--- config.mk ---
export PLATFORM = sky130hd
export DESIGN_NAME = fsm_dispatcher_flat
export DESIGN_NICKNAME = d
export VERILOG_FILES = /design/src/rtl/fsm_dispatcher_if.sv /design/src/rtl/fsm_dispatcher.sv /design/src/flat_wrapper.sv
export SDC_FILE = /design/constraint.sdc
export NUM_CORES = 1
export LEC_CHECK = 0
export ABC_AREA = 1
export CAP_MARGIN = 30
export CORE_UTILIZATION = 45
export CTS_CLUSTER_SIZE = 8
export DETAILED_ROUTE_END_ITERATION = 10
export GPL_TIMING_DRIVEN = 0
export PLACE_DENSITY = 0.79
export SLEW_MARGIN = 20
export SYNTH_ARGS = -nofsm -noshare
export SYNTH_HDL_FRONTEND = slang
export SYNTH_SLANG_ARGS = --single-unit
--- constraint.sdc ---
create_clock -name clk -period 1.65 [get_ports clk]
set_input_delay 0.165 -clock clk [delete_from_list [all_inputs] [get_ports clk]]
set_output_delay 0.165 -clock clk [all_outputs]
set_load 0.01 [all_outputs]
--- src/rtl/fsm_dispatcher_if.sv ---
// Handshake bundle between the Control Unit dispatcher and its environment:
// run/fetch control, one-hot unit select/start/done, and status/trap outputs.
interface fsm_dispatcher_if #(
    parameter int N_UNITS = 4,
    parameter int CNT_W   = 32
);
    logic               run;
    logic               mem_ready;
    logic [N_UNITS-1:0] unit_sel;
    logic [N_UNITS-1:0] unit_done;
    logic               fetch_req;
    logic               load_ir;
    logic [N_UNITS-1:0] start;
    logic               busy;
    logic [CNT_W-1:0]   retired;
    logic               illegal;
    logic               timeout;

    // Environment side: drives requests, observes the dispatcher.
    modport master (
        output run, mem_ready, unit_sel, unit_done,
        input  fetch_req, load_ir, start, busy, retired, illegal, timeout
    );

    // Dispatcher side.
    modport slave (
        input  run, mem_ready, unit_sel, unit_done,
        output fetch_req, load_ir, start, busy, retired, illegal, timeout
    );
endinterface

--- src/rtl/fsm_dispatcher.sv ---
// Top-level Control Unit sequencer: fetch, latch the instruction register,
// start exactly one sub-FSM, wait for its done pulse, retire and repeat.
// Bad unit selection or a unit that never finishes lands in an absorbing
// TRAP state with a sticky flag; only reset leaves it.
module fsm_dispatcher #(
    parameter int N_UNITS = 4,
    parameter int TIMEOUT = 16,
    parameter int CNT_W   = 32
) (
    input  logic              clk,
    input  logic              reset,
    fsm_dispatcher_if.slave   bus
);

    // Wait counter only needs to reach TIMEOUT-1.
    localparam int WCNT_W = (TIMEOUT > 2) ? $clog2(TIMEOUT) : 1;
    localparam logic [WCNT_W-1:0] WCNT_MAX = WCNT_W'(TIMEOUT - 1);

    typedef enum logic [2:0] {
        S_IDLE     = 3'd0,
        S_FETCH    = 3'd1,
        S_LATCH    = 3'd2,
        S_DISPATCH = 3'd3,
        S_WAIT     = 3'd4,
        S_RETIRE   = 3'd5,
        S_TRAP     = 3'd6
    } state_t;

    state_t               state_q, state_d;
    logic [N_UNITS-1:0]   active_q, active_d;
    logic [WCNT_W-1:0]    wcnt_q, wcnt_d;
    logic [CNT_W-1:0]     retired_q, retired_d;
    logic                 illegal_q, illegal_d;
    logic                 timeout_q, timeout_d;
    logic                 fetch_req_q;
    logic                 load_ir_q;
    logic                 busy_q;
    logic [N_UNITS-1:0]   start_s;

    // True when exactly one bit of the vector is set.
    function automatic logic is_onehot(input logic [N_UNITS-1:0] v);
        return (v != '0) && ((v & (v - N_UNITS'(1))) == '0);
    endfunction

    // Next-state, datapath updates and the combinational start pulse.
    always_comb begin
        state_d   = state_q;
        active_d  = active_q;
        wcnt_d    = wcnt_q;
        retired_d = retired_q;
        illegal_d = illegal_q;
        timeout_d = timeout_q;
        start_s   = '0;
        case (state_q)
            S_IDLE: begin
                if (bus.run) begin
                    state_d = S_FETCH;
                end else begin
                    state_d = S_IDLE;
                end
            end
            S_FETCH: begin
                // Memory latency is unbounded; no timeout while fetching.
                if (bus.mem_ready) begin
                    state_d = S_LATCH;
                end else begin
                    state_d = S_FETCH;
                end
            end
            S_LATCH: begin
                state_d = S_DISPATCH;
            end
            S_DISPATCH: begin
                // unit_sel is only trusted here, one cycle after the IR load.
                if (is_onehot(bus.unit_sel)) begin
                    start_s  = bus.unit_sel;
                    active_d = bus.unit_sel;
                    wcnt_d   = '0;
                    state_d  = S_WAIT;
                end else begin
                    illegal_d = 1'b1;
                    state_d   = S_TRAP;
                end
            end
            S_WAIT: begin
                // Done is checked first so it beats a simultaneous timeout;
                // done pulses from other units are masked off.
                if ((bus.unit_done & active_q) != '0) begin
                    state_d = S_RETIRE;
                end else if (wcnt_q == WCNT_MAX) begin
                    timeout_d = 1'b1;
                    state_d   = S_TRAP;
                end else begin
                    wcnt_d  = wcnt_q + WCNT_W'(1);
                    state_d = S_WAIT;
                end
            end
            S_RETIRE: begin
                // Counter wraps silently.
                retired_d = retired_q + CNT_W'(1);
                if (bus.run) begin
                    state_d = S_FETCH;
                end else begin
                    state_d = S_IDLE;
                end
            end
            S_TRAP: begin
                state_d = S_TRAP;
            end
            default: begin
                // Corrupted encoding: park safely, never resume on its own.
                state_d = S_TRAP;
            end
        endcase
    end

    // State and datapath registers.
    always_ff @(posedge clk or posedge reset) begin
        if (reset) begin
            state_q   <= S_IDLE;
            active_q  <= '0;
            wcnt_q    <= '0;
            retired_q <= '0;
            illegal_q <= 1'b0;
            timeout_q <= 1'b0;
        end else begin
            state_q   <= state_d;
            active_q  <= active_d;
            wcnt_q    <= wcnt_d;
            retired_q <= retired_d;
            illegal_q <= illegal_d;
            timeout_q <= timeout_d;
        end
    end

    // Registered state decodes, so these outputs have no path from inputs.
    always_ff @(posedge clk or posedge reset) begin
        if (reset) begin
            fetch_req_q <= 1'b0;
            load_ir_q   <= 1'b0;
            busy_q      <= 1'b0;
        end else begin
            fetch_req_q <= (state_d == S_FETCH);
            load_ir_q   <= (state_d == S_LATCH);
            busy_q      <= (state_d != S_IDLE) && (state_d != S_TRAP);
        end
    end

    assign bus.fetch_req = fetch_req_q;
    assign bus.load_ir   = load_ir_q;
    assign bus.busy      = busy_q;
    assign bus.start     = start_s;
    assign bus.retired   = retired_q;
    assign bus.illegal   = illegal_q;
    assign bus.timeout   = timeout_q;

endmodule

--- src/flat_wrapper.sv ---
// flat-port wrapper written by rule: the top's interface ports become plain ports
module fsm_dispatcher_flat 
#(
    parameter int N_UNITS = 4,
    parameter int TIMEOUT = 16,
    parameter int CNT_W   = 32
)
  (clk, reset, bus_run, bus_mem_ready, bus_unit_sel, bus_unit_done, bus_fetch_req, bus_load_ir, bus_start, bus_busy, bus_retired, bus_illegal, bus_timeout);
  fsm_dispatcher_if #(.N_UNITS(N_UNITS), .CNT_W(CNT_W)) bus_i ();
  input  logic clk;
  input  logic reset;
  input wire logic [$bits(bus_i.run)-1:0] bus_run;
  input wire logic [$bits(bus_i.mem_ready)-1:0] bus_mem_ready;
  input wire logic [$bits(bus_i.unit_sel)-1:0] bus_unit_sel;
  input wire logic [$bits(bus_i.unit_done)-1:0] bus_unit_done;
  output wire logic [$bits(bus_i.fetch_req)-1:0] bus_fetch_req;
  output wire logic [$bits(bus_i.load_ir)-1:0] bus_load_ir;
  output wire logic [$bits(bus_i.start)-1:0] bus_start;
  output wire logic [$bits(bus_i.busy)-1:0] bus_busy;
  output wire logic [$bits(bus_i.retired)-1:0] bus_retired;
  output wire logic [$bits(bus_i.illegal)-1:0] bus_illegal;
  output wire logic [$bits(bus_i.timeout)-1:0] bus_timeout;
  assign bus_i.run = bus_run;
  assign bus_i.mem_ready = bus_mem_ready;
  assign bus_i.unit_sel = bus_unit_sel;
  assign bus_i.unit_done = bus_unit_done;
  assign bus_fetch_req = bus_i.fetch_req;
  assign bus_load_ir = bus_i.load_ir;
  assign bus_start = bus_i.start;
  assign bus_busy = bus_i.busy;
  assign bus_retired = bus_i.retired;
  assign bus_illegal = bus_i.illegal;
  assign bus_timeout = bus_i.timeout;
  fsm_dispatcher #(.N_UNITS(N_UNITS), .TIMEOUT(TIMEOUT), .CNT_W(CNT_W)) u_core (.clk(clk), .reset(reset), .bus(bus_i));
endmodule
==> impl_metrics.ini <==
[die]
die_area_um2 = 6354
rows = 27
start_util_pct = 47.88
coreArea_um2 = 5675
die_h_um = 79.71
io_pins = 53
fp.dieW_um = 79.71

[synthesis]
ys_types = 24
ys_seq_area_share_pct = 44.20
yosys.area_share.simple_pct = 41.21
synthMuxAreaShare_pct = 0
synth_area_per_cell_um2 = 7.133
synthTopCellsByArea = dfrtp_1 (44%), nand2_1 (21%), nor2_1 (7.7%)
synth_top_family_by_area = simple AND/OR/NAND/NOR gates
syn_inst = 381
synth_top_area_share_pct = 44.20
synth_area_leader_cell = dfrtp_1
synth-xor-area-share_pct = 5.157
yosys.area_share.adder_pct = 0.9208
synth_compound_area_share_pct = 2.118
ys_warn_count = 0
netlist_area_um2 = 2718
synth_nets = 395
ys_seq_elements = 48

[sta]
slew_viol_final = 0
setup_viol = 1
tns_ps = -7.297
fin_skew_ps = 5.108
timing.final.hold_violations = 0
fin_crit_ps = 1657
clock.fmax_mhz = 603.4
fin_crit_sh_pct = 100.4
setup_slack_ps = -7.297
rsz0062_at_grt = true
slew_headroom_pct = 68.70
tightest_slew_ps = 466.4

[setup_path]
r2r_slack_ps = 60
cp_max_fo = 3
regToRegEndpoint = u_core.wcnt_q[2]
crit_start = u_core.state_q[2]
arrival_ps = 1490
critPathLaunchType = flop
ff2ff_path_depth = 11
cp_data_required_time_ps = 1480
endpoint = bus_start[0]
crit_type = flop to output port
r2r_start = u_core.state_q[1]
end_kind = output port

[detailed_routing]
final_antenna_net_count = 0
firstDrtPassIters = 4
vias_per_cell = 4.983
num_vias = 2681
drt_iter0_markers = 148
route.detailed.drc = 0
wl_per_cell_um = 11.98
wl_um = 6444

[placed_design]
dpl_cell_area_um2 = 3348
place.port_buffers = 52
place_congestion = 0.8572
hpwlAfterDp_um = 4522

[cells_and_area]
drive_gt1_share_pct = 13.52
nFillCells = 486
layout_common_cells = nand2_1 (147), nor2_1 (51), clkdlybuf4s50_1 (48), dfrtp_1 (46), inv_1 (42)
syn_to_final_growth_pct = 35.68
mostFrequentLayoutCell = nand2_1
final_util_pct = 64.97
final_area_um2 = 3687
num_antenna_cells = 0
finalNetCount = 479

[clock_tree]
cts_hold_buf = 0
htreeDepth = 2
cts.sinks = 48
clk_pin_slew_worst_paths_ps = 90
cts_tree = yes
clock_latency_ps = 290
clockBufferDepth = 2
cts_buffers = 5
root_buffer = clkbuf_8

[power]
seq_power_share_pct = 42.4
internal-power_mw = 2.238
powerDensity_nw_per_um2 = 939.6
pwr-share-clk_pct = 20.7
p_leak_nw = 1.753
comb_power_share_pct = 36.9
power.switching_mw = 1.226
vdd_ir_drop_max_mv = 0.8138
switching_share_pct = 35.39

[global_route]
grt_pass1_vias = 2540
grt.total_usage_pct = 21.74
grt_antenna_before_repair = 0
grt_overflow = 0
grt_pass1_wl_um = 10890
grt_max_degree = 33

[outcome]
status = finished, violations left
violations = negative setup slack

[run]
cap_violations = 0

[hold_path]
hp-class = primary input to asynchronous set/reset pin
sequential cells by signal, indices dropped and copies added, names as in the netlist:
register,count
u_core.bus.retired,32
u_core.bus.busy,1
u_core.wcnt_q,4
u_core.bus.illegal,1
u_core.bus.load_ir,1
u_core.state_q,3
u_core.bus.timeout,1
u_core.active_q,4
u_core.bus.fetch_req,1
metrics by stage:
stage,total power [mW],hold slack [ps],cells,setup slack (ps)
final,3.465,157.6,538,-7.297
after global routing,3.667,201.4,538,-86.77
after CTS,3.274,172.8,533,7.024
after detailed placement,2.418,447.1,506,-432.6
after global placement,2.377,446.7,505,-614.7
after floorplan,2.083,336.9,381,251.6
power by group through the flow:
stage | registers [mW] | logic (mW) | clock network [mW]
finish | 1.47 | 1.28 | 0.716
global route | 1.49 | 1.41 | 0.776
CTS | 1.47 | 1.08 | 0.730
detailed placement | 1.49 | 0.927 | 0
global placement | 1.49 | 0.891 | 0
floorplan | 1.50 | 0.587 | 0
routing by layer:
metal	track usage, %	vias up	wire length, µm
met5	0	-	0
met4	8.182	0	139
met3	4.229	14	267
met2	38.29	81	3287
met1	25.96	1230	2749
li1	-	1356	-
logic make-up (layout without fill, tap and decap cells):
| logic type | Yosys count | in the layout |
|---|---|---|
| AOI/OAI and AO/OA | 10 | 10 |
| xor gates and xnor gates | 16 | 16 |
| adders and majority gates | 2 | 2 |
| buffers and inverters | 46 | 131 |
| DFF | 48 | 48 |
| and+or+nand+nor | 259 | 259 |
cell usage after synthesis:
library cell	n
o21ai_0	5
nor2_2	2
ha_1	2
xor2_1	8
a21o_1	1
a21oi_1	2
nand4_1	12
nor2_1	56
buf_2	1
inv_1	45
o211ai_1	1
nand3_1	23
nor3_2	1
nor3_1	2
dfrtp_1	48
nor2_4	4
nand2_1	149
nand3_4	1
nor3b_1	1
nand3b_1	6
a21boi_0	1
xnor2_1	8
and2_1	1
nand2_2	1
worst max-delay path, stage by stage, from the launching register on:
cell and delay (ps):
dfrtp_2 440, nor3_4 250, buf_4 150, o211ai_1 100
nor2_1 130, buf_2 140
layout make-up:
type / instances / area [µm²] / share of cell area [%]
multi-input combinational: 287 / 1415 / 38.38
sequential: 48 / 1204 / 32.64
buffer: 1 / 11.26 / 0.3054
clock buffer: 8 / 90.09 / 2.443
tap: 72 / 90.09 / 2.443
inverter: 45 / 168.9 / 4.581
timing repair buffer: 77 / 708.2 / 19.21
how the worst min path moves through the flow:
stage	to	depth (start not counted)	start	slack (ps)
2_1_floorplan	u_core.active_q[1]	2	bus_unit_sel[1]	340
3_3_place_gp	u_core.bus.timeout	1	u_core.bus.timeout	450
3_5_place_dp	u_core.bus.timeout	1	u_core.bus.timeout	450
4_1_cts	u_core.wcnt_q[1]	2	reset	170
5_1_grt	u_core.bus.retired[26]	2	reset	200
6_report	u_core.bus.retired[26]	2	reset	160
timing repair:
| item | CTS | global route |
|---|---|---|
| pin swaps | 5 | 4 |
| hold endpoints to repair | 0 | 0 |
| setup endpoints to repair | 4 | 19 |
| resized for setup | 23 | 21 |
| setup buffers | 19 | 6 |
Power figures use the tool's default switching activity.
